[src/rtl/clk_ratio_meter.sv]
// Measures the period and high time of a divided clock in ref_clk cycles,
// compares the period against an expected ratio, and reports lock/timeout status.
module clk_ratio_meter #(
  parameter int unsigned WIDTH       = 8,
  parameter int unsigned SYNC_STAGES = 2,
  parameter int unsigned LOCK_COUNT  = 3
) (
  input  logic             ref_clk,
  input  logic             rst,
  input  logic             i_en,
  input  logic             i_div_clk,
  input  logic [WIDTH-1:0] i_exp_ratio,
  output logic [WIDTH-1:0] o_period,
  output logic [WIDTH-1:0] o_high,
  output logic             o_valid,
  output logic             o_err,
  output logic             o_locked,
  output logic             o_timeout
);

  localparam int unsigned       MCNT_W   = (LOCK_COUNT < 2) ? 1 : $clog2(LOCK_COUNT + 1);
  localparam logic [WIDTH-1:0]  CNT_MAX  = '1;
  localparam logic [WIDTH-1:0]  CNT_ONE  = WIDTH'(1);
  localparam logic [MCNT_W-1:0] MCNT_SAT = MCNT_W'(LOCK_COUNT);

  typedef enum logic [1:0] {
    IDLE      = 2'd0,
    WAIT_EDGE = 2'd1,
    MEASURE   = 2'd2
  } state_t;

  state_t              state;
  state_t              state_next;
  logic [SYNC_STAGES-1:0] sync_q;
  logic                s;
  logic                p;
  logic                rise;
  logic [WIDTH-1:0]    pcnt;
  logic [WIDTH-1:0]    hcnt;
  logic [MCNT_W-1:0]   mcnt;
  logic                have_ref;
  logic                start_c;
  logic                capture_c;
  logic                timeout_c;
  logic [MCNT_W-1:0]   mcnt_next_c;

  // Synchronizer chain plus one extra flop for edge detection
  always_ff @(posedge ref_clk) begin
    if (rst) begin
      sync_q <= '0;
      p      <= 1'b0;
    end else begin
      sync_q[0] <= i_div_clk;
      for (int i = 1; i < SYNC_STAGES; i++) begin
        sync_q[i] <= sync_q[i-1];
      end
      p <= s;
    end
  end

  assign s    = sync_q[SYNC_STAGES-1];
  assign rise = s & ~p;

  always_ff @(posedge ref_clk) begin
    if (rst) begin
      state <= IDLE;
    end else begin
      state <= state_next;
    end
  end

  always_comb begin
    state_next = state;
    if (!i_en) begin
      state_next = IDLE;
    end else begin
      case (state)
        IDLE:      state_next = WAIT_EDGE;
        WAIT_EDGE: if (rise) state_next = MEASURE;
        MEASURE:   if (timeout_c) state_next = WAIT_EDGE;
        default:   state_next = IDLE;
      endcase
    end
  end

  // Per-cycle control strobes and the lock-counter update
  always_comb begin
    start_c     = 1'b0;
    capture_c   = 1'b0;
    timeout_c   = 1'b0;
    mcnt_next_c = '0;
    if (i_en) begin
      case (state)
        WAIT_EDGE: start_c = rise;
        MEASURE: begin
          capture_c = rise;
          timeout_c = !rise && (pcnt == CNT_MAX);
        end
        default: ;
      endcase
    end
    // The previously reported pair doubles as the reference for matching
    if (have_ref && (o_period == pcnt) && (o_high == hcnt)) begin
      mcnt_next_c = (mcnt == MCNT_SAT) ? mcnt : mcnt + MCNT_W'(1);
    end
  end

  always_ff @(posedge ref_clk) begin
    if (rst) begin
      pcnt      <= '0;
      hcnt      <= '0;
      mcnt      <= '0;
      have_ref  <= 1'b0;
      o_period  <= '0;
      o_high    <= '0;
      o_valid   <= 1'b0;
      o_err     <= 1'b0;
      o_locked  <= 1'b0;
      o_timeout <= 1'b0;
    end else begin
      o_valid <= capture_c;
      o_err   <= capture_c && (pcnt != i_exp_ratio);
      if (!i_en) begin
        pcnt      <= '0;
        hcnt      <= '0;
        mcnt      <= '0;
        have_ref  <= 1'b0;
        o_locked  <= 1'b0;
        o_timeout <= 1'b0;
      end else if (state == IDLE) begin
        pcnt <= '0;
        hcnt <= '0;
      end else if (start_c) begin
        pcnt     <= CNT_ONE;
        hcnt     <= CNT_ONE;
        have_ref <= 1'b0;
      end else if (capture_c) begin
        o_period <= pcnt;
        o_high   <= hcnt;
        pcnt     <= CNT_ONE;
        hcnt     <= CNT_ONE;
        have_ref <= 1'b1;
        mcnt     <= mcnt_next_c;
        o_locked <= (mcnt_next_c == MCNT_SAT);
      end else if (timeout_c) begin
        o_timeout <= 1'b1;
        o_locked  <= 1'b0;
        mcnt      <= '0;
      end else if (state == MEASURE) begin
        if (pcnt != CNT_MAX) begin
          pcnt <= pcnt + CNT_ONE;
        end
        if (s && (hcnt != CNT_MAX)) begin
          hcnt <= hcnt + CNT_ONE;
        end
      end
    end
  end

endmodule

[config.mk]
export PLATFORM = sky130hd
export DESIGN_NAME = clk_ratio_meter
export DESIGN_NICKNAME = d
export VERILOG_FILES = /design/src/rtl/clk_ratio_meter.sv
export SDC_FILE = /design/constraint.sdc
export NUM_CORES = 1
export LEC_CHECK = 0
export ABC_AREA = 1
export CAP_MARGIN = 15
export CORE_AREA = 2 2 74 76
export CTS_CLUSTER_SIZE = 30
export DETAILED_ROUTE_END_ITERATION = 16
export DIE_AREA = 0 0 76 78
export PLACE_DENSITY_LB_ADDON = 0.25
export SETUP_SLACK_MARGIN = 0.15
export SLEW_MARGIN = 20
export SYNTH_ARGS = -nofsm -noshare
export SYNTH_HDL_FRONTEND = slang
export SYNTH_SLANG_ARGS = --single-unit
export TNS_END_PERCENT = 5
[constraint.sdc]
create_clock -name ref_clk -period 1.4 [get_ports ref_clk]
set_input_delay 0.21 -clock ref_clk [delete_from_list [all_inputs] [get_ports ref_clk]]
set_output_delay 0.21 -clock ref_clk [all_outputs]
set_load 0.01 [all_outputs]
==> impl_metrics.yaml <==
floorplan:
  initial_core_util_pct: 43.8
  fp.coreArea_um2: 5040
  die_y_um: 78
  dieArea_um2: 5930
  rows: 26
  ios: 32
  die_w_um: 76
global_route:
  grt_usage_pct: 19.9
  grt_pass1_vias: 2046
  grt_antenna_before_repair: 0
  grt_max_degree: 17
  grt_pass1_wl_um: 9450
  grt_remaining_overflow: 0
synth:
  yosys.area.top_type: "dfxtp_1"
  synth-seq-cells: 44
  yosys_warnings: 0
  synth_area_leaders: "dfxtp_1 (40%), nand2_1 (9.2%), a21oi_1 (7.9%), inv_1 (6.1%), o21ai_0 (6.1%)"
  syn-cell-area_um2: 2210
  post_synth_num_cell_types: 32
  seq_area_frac_synth_pct: 39.9
  syn_inst: 305
  syn_area_per_cell_um2: 7.24
  synth_top_area_share_pct: 39.9
  syn_nets: 319
sta:
  fmax_ghz: 0.690
  final_max_slew_viol_count: 0
  setup_slack_ns: -0.0498
  hold_ws_ns: 0.406
  maxSlewHeadroom_pct: 82.4
  rsz0062_at_grt: "yes"
  finalHoldViolations: 0
  worst_pin_slew_ns: 0.264
  setup_viol: 4
  finalCritPeriodShare_pct: 104
  finalCriticalPeriod_ns: 1.45
  finClkSkew_ns: 0.00967
layout:
  area_growth_pct: 37.7
  layout-drive-gt1-share_pct: 26.9
  design_area_um2: 3040
  final_net_count: 388
  n_antenna_cell: 0
detailed_routing:
  drt-initial-drc-count: 111
  dr.pass1.iters: 4
  drtAntennaViolNets: 0
  drc_errors: 0
  vias: 2171
  detail_route.wl_per_cell_um: 13.0
  wirelength_um: 5790
  routed_via_density: 4.88
power_and_ir_drop:
  cellLeakagePower_nw: 1.26
  combinationalPowerShare_pct: 4.8
  intPower_mw: 1.90
  ir_drop_mv: 0.603
  power_density_nw_per_um2: 795
  p_switching_mw: 0.521
  seqPwrFrac_pct: 52.0
  pwr-share-clk_pct: 43.2
  switching_share_pct: 21.5
clocking:
  clock_path_buffers: 2
  clock_sinks: 44
  cts_buffers: 5
  htree_levels: 2
  clk_pin_slew_ns: 0.09
  cts_root_buf: "clkbuf_8"
  clock_latency_ns: 0.30
  cts_tree: "yes"
critical_path:
  cp-start-kind: "flip-flop"
  critPathRequiredTime_ns: 1.60
  arrival_ns: 1.65
  critical_path_class: "flip-flop to flip-flop"
  crit_family: "simple AND/OR/NAND/NOR gates"
  cp_max_fo: 9
  path_buf_inv: 1
  path_cells: "ha_4, inv_2, nor2_2, nand2_4, nor2_4, nor2_4, nand2_4, nor2_2, nand2_1, nand2_1, nor2_1"
  endpoint_kind: "flip-flop"
  max_stage_delay_ns: 0.37
  slowest_stage: "dfxtp_4"
place:
  detailed_place_hpwl_um: 4280
  place.gp.congestion: 0.869
  placed_area_um2: 2860
  port_buffers: 31
run_status:
  status: "finished, violations left"
  violations: "setup timing"
min_path:
  worst_hold_path_type: "flip-flop to flip-flop"
flow_run:
  cap_viol_max_count: 0
[tightest hold or removal path: cells and delay by family (launching register included)]
family | cells | cell delay, ns
buf+inv | 1 | 0.04
flops | 1 | 0.30
simple gates | 1 | 0.03
[final cells by class]
type                       count  area (um2)
fill                         477        2000
multi-input combinational    210        1190
sequential                    44         898
timing repair buffer          68         569
inverter                      45         173
tap                           70        87.6
clock buffer                   6        82.6
clock inverter                 2        38.8
[what timing repair did]
action                                 in CTS  in global routing
cloned                                      0                  0
endpoints found under the hold margin       0                  0
resized for setup                          37                 15
setup buffers                               1                  1
hold buffers                                0                  0
pin swaps                                  15                  3
setup endpoints to repair                  45                 39
[cells in the mapped netlist]
cell / count
a211oi_1: 1
a21boi_0: 1
a21oi_1: 35
a21oi_2: 1
a31oi_1: 1
buf_2: 2
buf_6: 2
clkbuf_1: 2
clkinv_2: 1
dfxtp_1: 44
ha_1: 2
inv_1: 36
inv_2: 8
nand2_1: 54
nand2_2: 3
nand2_4: 3
nand3_1: 19
nand3_2: 1
nand3b_1: 1
nand4_1: 4
nor2_1: 24
nor2_2: 5
nor2_4: 4
nor3_1: 3
nor3_2: 1
nor3_4: 1
o21a_1: 2
o21ai_0: 27
o21ai_1: 2
o22ai_1: 2
xnor2_1: 10
xor2_1: 3
[worst paths after layout]
kind	startpoint	to	slack [ns]	cells past startpoint
setup / recovery	pcnt[0]	hcnt[5]	-0.05	11
hold / removal	sync_q[0]	sync_q[1]	0.41	2
setup reg to reg	pcnt[0]	hcnt[5]	-0.05	11
hold reg to reg	sync_q[0]	sync_q[1]	0.41	2
[power groups by stage]
| stage | clock [mW] | sequential, mW | combinational, mW |
|---|---|---|---|
| after floorplan | 0 | 1.29 | 0.0492 |
| final | 1.05 | 1.26 | 0.115 |
| after global routing | 1.12 | 1.26 | 0.125 |
| after detailed placement | 0 | 1.29 | 0.113 |
| after CTS | 1.07 | 1.26 | 0.114 |
| after global placement | 0 | 1.29 | 0.111 |
[metrics by stage]
| stage | util [%] | worst slack, ns | std cells | power, mW | TNS (ns) |
|---|---|---|---|---|---|
| after floorplan | - | 0.00706 | 305 | 1.34 | 0 |
| after global placement | 56.7 | -0.287 | 435 | 1.40 | -6.30 |
| after detailed placement | 56.7 | -0.328 | 435 | 1.40 | -7.36 |
| after CTS | 59.4 | -0.0595 | 444 | 2.44 | -0.237 |
| after global routing | 60.3 | -0.154 | 445 | 2.50 | -1.43 |
| final | 60.3 | -0.0498 | 445 | 2.42 | -0.130 |
[sequential cells by signal (all words and copies together) (netlist names)]
register and count:
hcnt 8, o_high 8, o_period 8, pcnt 8, mcnt 2, state 2
sync_q 2, have_ref 1, o_err 1, o_locked 1, o_timeout 1, o_valid 1
p 1
[cell usage in the layout (no fill, tap or decap), drive strengths merged]
master,netlist,routed
nand2,60,60
inv,44,44
dfxtp,44,44
buf,4,37
a21oi,36,36
nor2,33,33
o21ai,29,29
dlygate4sd2,0,21
nand3,20,20
clkdlybuf4s50,0,10
xnor2,10,10
clkbuf,2,6
nor3,5,5
nand4,4,4
xor2,3,3
o21a,2,2
o22ai,2,2
clkinv,1,2
ha,2,2
a211oi,1,1
a31oi,1,1
a21boi,1,1
nand3b,1,1
bufinv,0,1
[per-layer routing]
metal | vias up | wire length [um] | GRT usage, %
li1 | 1123 | - | -
met1 | 998 | 2670 | 25.6
met5 | - | 0 | 0
met2 | 44 | 2850 | 33.8
met4 | 0 | 35 | 5.45
met3 | 6 | 232 | 4.53
[logic make-up (layout without fill, tap and decap cells)]
family	Yosys count	after routing	share of synthesized area, %
AND/OR/NAND/NOR	123	123	27.2
AO/OA/AOI/OAI	72	72	17.1
buffers and inverters	51	121	9.52
flip-flops	44	44	39.9
XOR/XNOR	13	13	5.16
adder cells (fa/ha/maj)	2	2	1.13
Power figures use the tool's default switching activity.
